`config.mk`:
```
export PLATFORM = sky130hd
export DESIGN_NAME = uart_mmio
export DESIGN_NICKNAME = d
export VERILOG_FILES = /design/src/rtl/jacaranda_pkg.sv /design/src/rtl/uart_rx_core.sv /design/src/rtl/uart_mmio.sv
export SDC_FILE = /design/constraint.sdc
export NUM_CORES = 1
export LEC_CHECK = 0
export CAP_MARGIN = 10
export CELL_PAD_IN_SITES_DETAIL_PLACEMENT = 1
export CELL_PAD_IN_SITES_GLOBAL_PLACEMENT = 1
export CORE_ASPECT_RATIO = 1.25
export CORE_MARGIN = 2
export CORE_UTILIZATION = 45
export DETAILED_ROUTE_END_ITERATION = 10
export PLACE_DENSITY = 0.79
export SLEW_MARGIN = 10
export SYNTH_ARGS = -nofsm -noshare
export SYNTH_HDL_FRONTEND = slang
export SYNTH_HIERARCHICAL = 1
export SYNTH_SLANG_ARGS = --single-unit
export TNS_END_PERCENT = 10
```
`constraint.sdc`:
```
create_clock -name wb_clk_i -period 2.6 [get_ports wb_clk_i]
set_clock_uncertainty 0.15 [all_clocks]
set_input_delay 0.65 -clock wb_clk_i [delete_from_list [all_inputs] [get_ports wb_clk_i]]
set_output_delay 0.65 -clock wb_clk_i [all_outputs]
set_load 0.03 [all_outputs]
```
`src/rtl/jacaranda_pkg.sv`:
```
// Shared register map, bit indices and FSM state type for the memory-mapped UART.
package jacaranda_pkg;

  localparam logic [7:0] ADDR_RXDATA = 8'd252;
  localparam logic [7:0] ADDR_TXDATA = 8'd253;
  localparam logic [7:0] ADDR_STATUS = 8'd254;
  localparam logic [7:0] ADDR_CTRL   = 8'd255;

  localparam int CTRL_TX_EN    = 0;
  localparam int CTRL_RX_EN    = 1;
  localparam int CTRL_INT_EN   = 2;
  localparam int CTRL_LOOPBACK = 3;

  localparam int ST_BUSY      = 0;
  localparam int ST_RX_FLAG   = 1;
  localparam int ST_OVERRUN   = 2;
  localparam int ST_FRAME_ERR = 3;

  typedef enum logic [1:0] {
    S_IDLE,
    S_START,
    S_DATA,
    S_STOP
  } uart_state_e;

endpackage

```
`src/rtl/uart_rx_core.sv`:
```
// Receive path: two-flop synchronizer, bit timer and RX FSM; emits one-cycle
// byte_valid / frame_err pulses with the assembled byte.
module uart_rx_core
  import jacaranda_pkg::*;
#(
  parameter int CLKS_PER_BIT = 434
) (
  input  logic       clk,
  input  logic       rst_n,
  input  logic       rx_in,
  input  logic       rx_en,
  output logic       byte_valid,
  output logic       frame_err,
  output logic [7:0] byte_data
);
  localparam int CW = $clog2(CLKS_PER_BIT);
  localparam logic [CW-1:0] BIT_LAST = CW'(CLKS_PER_BIT - 1);
  localparam logic [CW-1:0] BIT_HALF = CW'(CLKS_PER_BIT / 2 - 1);

  logic          sync1_q, sync2_q, prev_q;
  uart_state_e   state_q, state_d;
  logic [CW-1:0] cnt_q, cnt_d;
  logic [2:0]    bit_q, bit_d;
  logic [7:0]    shift_q, shift_d;

  always_ff @(posedge clk or negedge rst_n) begin
    if (!rst_n) begin
      sync1_q <= 1'b1;
      sync2_q <= 1'b1;
      prev_q  <= 1'b1;
      state_q <= S_IDLE;
      cnt_q   <= '0;
      bit_q   <= '0;
      shift_q <= '0;
    end else begin
      sync1_q <= rx_in;
      sync2_q <= sync1_q;
      prev_q  <= sync2_q;
      state_q <= state_d;
      cnt_q   <= cnt_d;
      bit_q   <= bit_d;
      shift_q <= shift_d;
    end
  end

  always_comb begin
    state_d    = state_q;
    cnt_d      = cnt_q + 1'b1;
    bit_d      = bit_q;
    shift_d    = shift_q;
    byte_valid = 1'b0;
    frame_err  = 1'b0;
    case (state_q)
      S_IDLE: begin
        cnt_d = '0;
        bit_d = '0;
        if (prev_q && !sync2_q) state_d = S_START;
      end
      S_START: begin
        // Half a bit in: a high line means the start edge was a glitch.
        if (cnt_q == BIT_HALF) begin
          cnt_d   = '0;
          state_d = sync2_q ? S_IDLE : S_DATA;
        end
      end
      S_DATA: begin
        if (cnt_q == BIT_LAST) begin
          cnt_d   = '0;
          shift_d = {sync2_q, shift_q[7:1]};
          bit_d   = bit_q + 3'd1;
          if (bit_q == 3'd7) state_d = S_STOP;
        end
      end
      S_STOP: begin
        if (cnt_q == BIT_LAST) begin
          state_d    = S_IDLE;
          byte_valid = sync2_q;
          frame_err  = !sync2_q;
        end
      end
      default: state_d = S_IDLE;
    endcase
    if (!rx_en) begin
      state_d    = S_IDLE;
      byte_valid = 1'b0;
      frame_err  = 1'b0;
    end
  end

  assign byte_data = shift_q;

endmodule

```
`src/rtl/uart_mmio.sv`:
```
// Memory-mapped UART: CTRL/STATUS/RXDATA/TXDATA registers and the TX shifter.
// Optional internal loopback is compiled in with UART_MMIO_LOOPBACK_EN.
module uart_mmio
  import jacaranda_pkg::*;
#(
  parameter int CLKS_PER_BIT = 434
) (
  input  logic       wb_clk_i,
  input  logic       wb_rst_n,
  input  logic [7:0] access_addr,
  input  logic [7:0] w_data,
  input  logic       w_en,
  input  logic       r_en,
  output logic [7:0] r_data,
  output logic       r_hit,
  input  logic       rx,
  output logic       tx,
  output logic       int_req
);
  localparam int CW = $clog2(CLKS_PER_BIT);
  localparam logic [CW-1:0] BIT_LAST = CW'(CLKS_PER_BIT - 1);
`ifdef UART_MMIO_LOOPBACK_EN
  localparam logic [3:0] CTRL_MASK = 4'hF;
`else
  localparam logic [3:0] CTRL_MASK = ~(4'd1 << CTRL_LOOPBACK);
`endif

  logic [3:0]    ctrl_q, ctrl_d;
  logic [7:0]    rx_data_q, rx_data_d;
  logic          rx_flag_q, rx_flag_d;
  logic          overrun_q, overrun_d;
  logic          frame_err_q, frame_err_d;
  logic          int_req_q, int_req_d;
  uart_state_e   tx_state_q, tx_state_d;
  logic [CW-1:0] tx_cnt_q, tx_cnt_d;
  logic [2:0]    tx_bit_q, tx_bit_d;
  logic [7:0]    tx_shift_q, tx_shift_d;

  logic       tx_line, tx_busy, rx_src, rd_clr, tx_write;
  logic       rx_byte_valid, rx_frame_err;
  logic [7:0] rx_byte;
  logic [7:0] status;

  assign tx_busy  = (tx_state_q != S_IDLE);
  assign rd_clr   = r_en && (access_addr == ADDR_RXDATA);
  assign tx_write = w_en && (access_addr == ADDR_TXDATA) && ctrl_q[CTRL_TX_EN] && !tx_busy;

  always_comb begin
    tx_line = 1'b1;
    if (tx_state_q == S_START) tx_line = 1'b0;
    else if (tx_state_q == S_DATA) tx_line = tx_shift_q[0];
  end

`ifdef UART_MMIO_LOOPBACK_EN
  assign tx     = ctrl_q[CTRL_LOOPBACK] ? 1'b1 : tx_line;
  assign rx_src = ctrl_q[CTRL_LOOPBACK] ? tx_line : rx;
`else
  assign tx     = tx_line;
  assign rx_src = rx;
`endif

  uart_rx_core #(.CLKS_PER_BIT(CLKS_PER_BIT)) u_rx (
    .clk        (wb_clk_i),
    .rst_n      (wb_rst_n),
    .rx_in      (rx_src),
    .rx_en      (ctrl_q[CTRL_RX_EN]),
    .byte_valid (rx_byte_valid),
    .frame_err  (rx_frame_err),
    .byte_data  (rx_byte)
  );

  always_ff @(posedge wb_clk_i or negedge wb_rst_n) begin
    if (!wb_rst_n) begin
      ctrl_q      <= '0;
      rx_data_q   <= '0;
      rx_flag_q   <= 1'b0;
      overrun_q   <= 1'b0;
      frame_err_q <= 1'b0;
      int_req_q   <= 1'b0;
      tx_state_q  <= S_IDLE;
      tx_cnt_q    <= '0;
      tx_bit_q    <= '0;
      tx_shift_q  <= '0;
    end else begin
      ctrl_q      <= ctrl_d;
      rx_data_q   <= rx_data_d;
      rx_flag_q   <= rx_flag_d;
      overrun_q   <= overrun_d;
      frame_err_q <= frame_err_d;
      int_req_q   <= int_req_d;
      tx_state_q  <= tx_state_d;
      tx_cnt_q    <= tx_cnt_d;
      tx_bit_q    <= tx_bit_d;
      tx_shift_q  <= tx_shift_d;
    end
  end

  // Register file and receive flags; a completing byte overrides a read-clear.
  always_comb begin
    ctrl_d      = ctrl_q;
    rx_data_d   = rx_data_q;
    rx_flag_d   = rx_flag_q;
    overrun_d   = overrun_q;
    frame_err_d = frame_err_q;
    if (w_en && (access_addr == ADDR_CTRL)) ctrl_d = w_data[3:0] & CTRL_MASK;
    if (rd_clr) begin
      rx_flag_d   = 1'b0;
      overrun_d   = 1'b0;
      frame_err_d = 1'b0;
    end
    if (rx_byte_valid) begin
      rx_data_d = rx_byte;
      rx_flag_d = 1'b1;
      if (rx_flag_q && !rd_clr) overrun_d = 1'b1;
    end
    if (rx_frame_err) frame_err_d = 1'b1;
    int_req_d = rx_flag_q && ctrl_q[CTRL_INT_EN];
  end

  always_comb begin
    tx_state_d = tx_state_q;
    tx_cnt_d   = tx_cnt_q + 1'b1;
    tx_bit_d   = tx_bit_q;
    tx_shift_d = tx_shift_q;
    case (tx_state_q)
      S_IDLE: begin
        tx_cnt_d = '0;
        tx_bit_d = '0;
        if (tx_write) begin
          tx_shift_d = w_data;
          tx_state_d = S_START;
        end
      end
      S_START: begin
        if (tx_cnt_q == BIT_LAST) begin
          tx_cnt_d   = '0;
          tx_state_d = S_DATA;
        end
      end
      S_DATA: begin
        if (tx_cnt_q == BIT_LAST) begin
          tx_cnt_d   = '0;
          tx_shift_d = {1'b0, tx_shift_q[7:1]};
          tx_bit_d   = tx_bit_q + 3'd1;
          if (tx_bit_q == 3'd7) tx_state_d = S_STOP;
        end
      end
      S_STOP: begin
        if (tx_cnt_q == BIT_LAST) tx_state_d = S_IDLE;
      end
      default: tx_state_d = S_IDLE;
    endcase
  end

  always_comb begin
    status               = '0;
    status[ST_BUSY]      = tx_busy;
    status[ST_RX_FLAG]   = rx_flag_q;
    status[ST_OVERRUN]   = overrun_q;
    status[ST_FRAME_ERR] = frame_err_q;
    case (access_addr)
      ADDR_RXDATA: r_data = rx_data_q;
      ADDR_STATUS: r_data = status;
      ADDR_CTRL:   r_data = {4'b0000, ctrl_q};
      default:     r_data = '0;
    endcase
  end

  assign r_hit   = (access_addr == ADDR_RXDATA) || (access_addr == ADDR_STATUS) ||
                   (access_addr == ADDR_CTRL);
  assign int_req = int_req_q;

endmodule
```
# Yosys cells after proc, flatten, opt, wreduce, memory -nomap -nowiden
# Cells that the tools add are included.
op_classes:
  add_sub_neg: 4
  eq_ne: 26
  n_mux: 41
  reduce_logical: 27
ops:
  columns: ["cell", "n"]
  rows:
  - ["== test 8 bit (second input constant)", 4]
  - ["2-to-1 mux 9 bit", 3]
  - ["one-hot mux 9 bit (3 select lines)", 1]
  - ["2-to-1 mux 2 bit", 12]
  - ["one-hot mux 8 bit (3 select lines)", 1]
  - ["adder 9 x 1 -> 9 bit (second input constant)", 2]
  - ["== test 9 bit (second input constant)", 2]
  - ["one-hot mux 9 bit (2 select lines)", 1]
  - ["2-to-1 mux 8 bit", 2]
  - ["one-hot mux 2 bit (4 select lines)", 2]
  - ["one-hot mux 8 bit (2 select lines)", 1]
  - ["!= test 3 x 2 -> 1 bit (second input constant)", 5]
  - ["2-to-1 mux 1 bit", 14]
  - ["one-hot mux 3 bit (2 select lines)", 2]
  - ["AND reduction 5 bit", 2]
  - ["nonzero test 2 bit", 5]
  - ["== test 9 x 8 -> 1 bit (second input constant)", 1]
  - ["== test 2 bit (second input constant)", 4]
  - ["logical AND 1 bit", 8]
  - ["!= test 2 x 1 -> 1 bit (second input constant)", 4]
  - ["adder 3 x 1 -> 3 bit (second input constant)", 2]
  - ["== test 3 bit (second input constant)", 2]
  - ["2-to-1 mux 3 bit", 2]
  - ["AND reduction 2 bit", 3]
  - ["other kinds (7)", 13]
word_totals:
  register_bits: 62
  output_inout_bits: 11

# Logic depth before layout (Yosys ltp)
# Gate-level depths: netlist of run 1.
depth:
  ltp_word: 6
  depth_mapped: 9

# Hierarchy
# Netlist of run 1, hierarchy kept.
by_module_without_submodules:
  columns: ["module", "n_inst", "cells_per_inst", "area_per_inst_um2", "seq_area_each_um2"]
  rows:
  - ["uart_mmio", 1, 165, 1944.4, 925.9]
  - ["uart_rx_core", 1, 101, 1177.4, 629.4]

# Least setup slack after synthesis of run 1
# No wires, ideal clock.
synth_timing:
  path_type: "input to output"
  from: "in access_addr[4]"
  to: "out r_data[3]"
  arrival_ns: 1.788
  setup_slack_ns: 0.012
  cell_stages: 3
  cell_sequence: "nand4_2 or2_2 nor3_1"
synth_between:
  elab_chain_len: 2
synth_rtl:
  columns: ["element", "line", "text"]
  rows:
  - ["from (decl)", "uart_mmio.sv:10", "input logic [7:0] access_addr,"]
  - ["== test 8 bit", "uart_mmio.sv:161", "case (access_addr)"]
  - ["one-hot mux 8 bit (3 select lines) (*)", "uart_mmio.sv:161", null]
  - ["to (decl)", "uart_mmio.sv:14", "output logic [7:0] r_data,"]
# Every way passes the cells marked *; elsewhere a longest branch is shown, timed or not.

# Worst setup path after layout of run 1
layout_timing:
  from: "in access_addr[4]"
  to: "out r_data[7]"
# Same word-level chain as after synthesis.

==> results of run 1 <==
==> per-stage QoR <==
step,instances,area (µm²),setup WS (ns),util (%)
5_1_grt,411,3880,-0.0129,58.3
3_5_place_dp,390,3560,-0.283,53.6
3_3_place_gp,390,3560,-0.250,53.6
6_report,411,3880,0.0376,58.3
4_1_cts,410,3830,0.0133,57.7
2_1_floorplan,266,3120,0.0121,-
==> power groups by stage <==
| stage | clock (mW) | combinational (mW) | sequential [mW] |
|---|---|---|---|
| finish | 0.855 | 0.0983 | 0.988 |
| CTS | 0.880 | 0.0986 | 0.988 |
| global placement | 0 | 0.0911 | 1.00 |
| floorplan | 0 | 0.0316 | 1.00 |
| global route | 0.918 | 0.108 | 0.989 |
| detailed placement | 0 | 0.0940 | 1.01 |
==> registers in the layout, summed over array words and instances (netlist names), 3 cells and up <==
signal,cells
u_rx/bit_q,3
ctrl_q,3
u_rx/byte_data,8
tx_shift_q,8
tx_cnt_q,9
u_rx/cnt_q,9
tx_bit_q,3
rx_data_q,8
==> path summary, 6_finish.rpt <==
| path | from | end | slack (ns) | cells past startpoint |
|---|---|---|---|---|
| setup / recovery | access_addr[4] | r_data[7] | 0.04 | 6 |
| hold / removal | u_rx/sync1_q | u_rx/sync2_q | 0.21 | 0 |
| setup reg to reg | u_rx/cnt_q[1] | u_rx/byte_data[6] | 0.23 | 6 |
| hold reg to reg | u_rx/sync1_q | u_rx/sync2_q | 0.21 | 0 |
| max in group asynchronous | wb_rst_n | u_rx/sync1_q | 1.13 | 3 |
| min in group asynchronous | wb_rst_n | rx_data_q[1] | 0.54 | 2 |
==> final cells by class <==
class | instances | area [µm²] | area share, %
timing repair buffer | 50 | 439 | 11.3
tap | 87 | 109 | 2.81
sequential | 62 | 1560 | 40.1
multi-input combinational | 186 | 1540 | 39.6
clock buffer | 12 | 155 | 4.00
clock inverter | 4 | 45.0 | 1.16
inverter | 10 | 37.5 | 0.968
==> cell families after synthesis <==
group / after synthesis / synth area share (%)
flip-flops: 62 / 49.8
buffers and inverters: 18 / 3.01
AO/OA/AOI/OAI: 31 / 6.69
AND/OR/NAND/NOR: 86 / 14.8
adder cells (fa/ha/maj): 14 / 5.61
multiplexers: 40 / 15.9
XOR/XNOR: 15 / 4.21
==> synthesized netlist by cell type (all sizes together) (2+ instances only) <==
| cell | n |
|---|---|
| a21o | 3 |
| a21oi | 9 |
| a22o | 3 |
| a22oi | 2 |
| a31oi | 4 |
| and2 | 5 |
| and3 | 3 |
| buf | 5 |
| clkbuf | 3 |
| dfrtp | 59 |
| dfstp | 3 |
| ha | 14 |
| inv | 10 |
| mux2 | 34 |
| mux2i | 6 |
| nand2 | 14 |
| nand2b | 2 |
| nand3 | 6 |
| nand4 | 5 |
| nor2 | 30 |
| nor2b | 3 |
| nor3 | 3 |
| nor4b | 2 |
| o21ai | 3 |
| or2 | 2 |
| or3 | 3 |
| xnor2 | 10 |
| xor2 | 5 |
==> per-layer routing <==
layer / routed length [µm] / part of all wire (%) / global-route usage, % / up-vias
met3: 177 / 2.5 / 3.44 / 6
li1: - / - / - / 1039
met2: 3930 / 55 / 36.6 / 38
met1: 3000 / 42 / 23.3 / 1118
met4: 64 / 0.89 / 7.69 / 0
met5: 0 / 0 / 0 / -
==> worst max-delay path: cells and delay by family <==
| family | cells | cell delay, ns |
|---|---|---|
| buffers and inverters | 3 | 0.55 |
| AND/OR/NAND/NOR | 3 | 0.56 |
==> timing repair <==
| item | 4_1_cts | 5_1_grt |
|---|---|---|
| setup buffers | 2 | 1 |
| pin swaps | 3 | 2 |
| endpoints found under the setup margin | 10 | 5 |
| gates resized for setup | 20 | 11 |
| hold endpoints to repair | 6 | 0 |
| hold buffers | 1 | 0 |
| gates cloned | 1 | 0 |
==> metrics.txt, run 1 <==
status completed; Sequential Power Share roughly half; detailed router's first-iteration violation count 47; Final TNS setup 0 ns; Hold WC Path Type reg2reg; layout cells sized above 1 29.6%; crit path cell chain dlygate4sd2_1 -> nand4_4 -> nor4_4 -> buf_4 -> and2_4 -> buf_6; Hold WS between 0.2 and 0.25 ns; Arr. time, crit path 1.76 ns; sequential share of the synthesized area between 40 and 50%; syn_nets between 300 and 400; Synth area leader dfrtp_1; predominant post-synthesis flop cell dfrtp_1; FFs w/ async S/R, synth 100%; Remaining DRCs 0; largest net degree at the start of global routing 30; IO Pins 32; antenna diode count 0; vias in the first global route roughly 2500; die area roughly 7600 µm²; Die H around 97 µm; Max-Slew Margin vs Limit between 60 and 70%; fmax 390 MHz; Routability Congestion 0.762; kind of critical path in2out; maximum vdd drop roughly 260 µV; CP endpoint kind output port; Clk network pwr share between 40 and 50%; Worst-Margin Slew 0.538 ns; Static Leak about 1.8 nW; post-DP HPWL around 4800 µm; switch share approximately 22%; Final Cycle Share between 90% and 100%; ANT nets after route 0; clk_lat worst skew ~0.34 ns; CTS sink cnt 62; crit start category input pin; post-route minimum period 2.56 ns; FP Rows 33; initial antenna violation count 0; IO Port Bufs 31; Max-Cap Viols 0; most frequent cells in the layout 58 x dfrtp_1, 30 x nor2_1, 20 x mux2_2, 20 x buf_4, 14 x mux2_4; power consumption 1.94 mW; crit-path max FO 5; commonest non-fill, non-tap cell in the layout dfrtp_1; Vias/cell roughly 5.4; internal power between 1.5 and 2 mW; final wirelength between 7000 and 8000 µm; area grow syn2layout 24.2%; CORE AREA around 6600 µm²; Total Routing Usage GR 20.1%; hold violation count in the final report 0; CP max stage delay about 0.28 ns; Nets between 300 and 400; number of synthesized register bits between 60 and 70; sw power ~0.42 mW; clock-pin slew of the registers on the worst-case setup and hold paths about 0.070 ns; Root Buffer clkbuf_8; Detailed Routing Iterations Pass 1 4; Post-synth EDFFs 0; CTS max path bufs 2; total congestion overflow 0; syn avg cell area between 10 and 15 µm²; logic gate share of total power under 10%; Gate Count Post-Synth about 270; Die Span X 78.5 µm; fin. max-slew vios 0; first-pass GRT wire length 12000 µm; Area contributors post-synth dfrtp_1 47%, mux2_2 7.2%, mux2_4 6.7%, ha_1 5.6%, nor2_1 3.6%; starting density of the core 47.0%; cts bufs inserted 9; TritonCTS clock tree done; CP max-delay cell nor4_4; Ys Warns 6; P per Cell Area approximately 500 nW/µm²; Post-Syn Area between 3000 and 4000 µm²; via count between 2000 and 2500; Cell variety after synth between 40 and 50; share of the synthesized area in the top cell type between 40 and 50%; final setup fails 0; WL/cell around 17 µm; fill count 701; htree depth 3; Critical Path RT 1.80 ns
(Power assumes the default switching activity.)
==> run 2: changes to the inputs <==
--- a/config.mk
+++ b/config.mk
@@ -18,4 +18,4 @@
 export SYNTH_HDL_FRONTEND = slang
 export SYNTH_HIERARCHICAL = 1
 export SYNTH_SLANG_ARGS = --single-unit
-export TNS_END_PERCENT = 10
+export TNS_END_PERCENT = 20
==> results of run 2 <==
No change in the layout: final DEF, timing and power equal those of run 1.
Main changes from that run: number of gates resized after CTS 20 -> 21
==> run 3: changes to the inputs <==
--- a/config.mk
+++ b/config.mk
@@ -6,13 +6,12 @@
 export NUM_CORES = 1
 export LEC_CHECK = 0
 export CAP_MARGIN = 10
-export CELL_PAD_IN_SITES_DETAIL_PLACEMENT = 1
-export CELL_PAD_IN_SITES_GLOBAL_PLACEMENT = 1
 export CORE_ASPECT_RATIO = 1.25
 export CORE_MARGIN = 2
-export CORE_UTILIZATION = 45
+export CORE_UTILIZATION = 60
 export DETAILED_ROUTE_END_ITERATION = 10
-export PLACE_DENSITY = 0.79
+export DONT_BUFFER_PORTS = 1
+export PLACE_DENSITY = 0.77
 export SLEW_MARGIN = 10
 export SYNTH_ARGS = -nofsm -noshare
 export SYNTH_HDL_FRONTEND = slang
==> run 3 against run 2 <==
Net effect: combinational power is 47% lower; first-iteration DRC count is 72% higher; die area is 24% lower; worst hold slack worse by 0.17 ns; non-clock buffer count is 34 lower; maximum frequency is 2.2% higher; critical endpoint is now tx; worst setup slack better by 0.055 ns; final area is 9.5% lower; via count is 9.2% lower; sequential share of layout area is 4.2 points higher; global-route usage is 2.1 points higher.
==> metrics.txt, run 3 (synthesized netlist as in run 1, its figures left out) <==
status completed; Critical Path RT 1.80 ns; die area between 5000 and 6000 µm²; Final Cycle Share slightly below 100%; P per Cell Area roughly 560 nW/µm²; clk_lat worst skew 0.34 ns; Routability Congestion approximately 0.74; initial antenna violation count 0; CTS sink cnt 62; Total Routing Usage GR between 20 and 25%; most frequent CP cell buf_4; maximum vdd drop approximately 440 µV; clock-pin slew of the registers on the worst-case setup and hold paths approximately 0.080 ns; Static Leak about 1.7 nW; fmax around 400 MHz; Max-Cap Viols 0; Arr. time, crit path ~1.7 ns; CP max-delay cell dfrtp_1; critical path startpoint tx_state_q[0]; crit start category register; post-route cell area 3510 µm²; Die Span X 68.5 µm; hold violation count in the final report 0; most frequent cells in the layout 59 x dfrtp_1, 30 x nor2_1, 20 x mux2_2; vias in the first global route between 2000 and 2500; largest net degree at the start of global routing 63; WL/cell around 16 µm; detailed router's first-iteration violation count a little over 80; Max-Slew Margin vs Limit 66.7%; Final TNS setup 0 ns; crit-path max FO 9; Hold WC Path Type in2async; Vias/cell 5.68; htree depth 3; Remaining DRCs 0; ANT nets after route 0; first-pass GRT wire length roughly 9500 µm; IO Pins 32; CP endpoint kind output port; TritonCTS clock tree done; starting density of the core between 60% and 70%; dpl cell area roughly 3300 µm²; area grow syn2layout 12.4%; post-DP HPWL roughly 3800 µm; layout cells sized above 1 26.6%; CP bufs+invs 3; antenna diode count 0; fill count roughly 370; CORE AREA a little over 5000 µm²; FP Rows 29; commonest non-fill, non-tap cell in the layout dfrtp_1; post-route minimum period between 2 and 3 ns; largest registers tx_cnt_q: 9 flops, u_rx/cnt_q: 9 flops; cts bufs inserted 9; CP max stage delay 0.43 ns; IO Port Bufs 0; Die H 84.6 µm; fin. max-slew vios 0; Nets 320; kind of critical path reg2out; final wirelength around 5700 µm; RSZ-0062 raised after global routing false; worst r2r src u_rx/cnt_q[1]; final setup fails 0; post-layout util 69.6%; Post-CTS Setup Bufs 0; CTS max path bufs 2; via count 1998; Root Buffer clkbuf_8; crit path cell chain inv_1 -> ha_1 -> buf_4 -> a21oi_1 -> buf_4; Detailed Routing Iterations Pass 1 4; Hold WS ~0.033 ns; Worst-Margin Slew 0.500 ns; total congestion overflow 0; Top delay family on crit path buffers and inverters
## run 3: changes by cell type in the layout (fill, tap and decap cells not counted), moves of 3 or more
| cell | delta |
|---|---|
| and2_4 | -4 |
| buf_4 | -5 |
| clkinv_4 | +3 |
| clkdlybuf4s50_1 | -12 |
| buf_6 | -6 |
| dlygate4sd2_1 | -7 |
| and2_1 | +4 |
## run 3: path summary, 6_finish.rpt
| path | end | slack, ns | cells after the start |
|---|---|---|---|
| worst max-delay path | tx | 0.09 | 5 |
| worst min-delay path | tx_cnt_q[6] | 0.03 | 1 |
| worst max register to register | u_rx/byte_data[7] | 0.31 | 6 |
| worst min register to register | u_rx/sync2_q | 0.22 | 0 |
| max in group asynchronous | u_rx/prev_q | 1.97 | 1 |
| min in group wb_clk_i | u_rx/sync1_q | 0.15 | 0 |
## run 3: layout make-up
| type | count | area, µm² | share of cell area, % |
|---|---|---|---|
| clock buffers | 9 | 124 | 3.53 |
| clock inverters | 7 | 98.8 | 2.82 |
| inverters | 10 | 37.5 | 1.07 |
| multi-input cells | 186 | 1480 | 42.0 |
| flip-flops and latches | 62 | 1560 | 44.3 |
| well taps | 62 | 77.6 | 2.21 |
| repair buffers | 16 | 140 | 3.99 |
## run 3: power breakdown
group          internal (mW)  switching, mW
logic                 0.0237         0.0284
registers              0.978        0.00905
clock network          0.542          0.400
## run 3: worst reg2reg max path, delay by kind of cell (launching register included)
kind | cells | cell delay [ns]
adders and majority gates | 1 | 0.14
and+or+nand+nor | 3 | 1.03
buffers and inverters | 1 | 0.08
DFF | 1 | 0.39
muxes | 1 | 0.38
## run 3: metal layers
metal,GRT usage (%),up-vias,part of all wire [%]
met5,0,-,0
met4,11.6,0,1.9
met3,4.29,9,3.6
met2,37.0,31,52
met1,26.3,993,42
li1,-,965,-
## run 3: per-stage QoR
step | power, mW | setup WS (ns) | std cells
after floorplan | 1.03 | 0.0121 | 266
after global placement | 1.03 | 0.280 | 335
after detailed placement | 1.03 | 0.273 | 335
after CTS | 2.00 | 0.0343 | 352
after global routing | 2.05 | 0.0115 | 352
final | 1.98 | 0.0928 | 352
## run 3: repair_timing
action / 4_1_cts / 5_1_grt
endpoints found under the hold margin: 62 / 0
endpoints found under the setup margin: 0 / 1
hold buffers: 1 / 0
gates resized for setup: 0 / 1
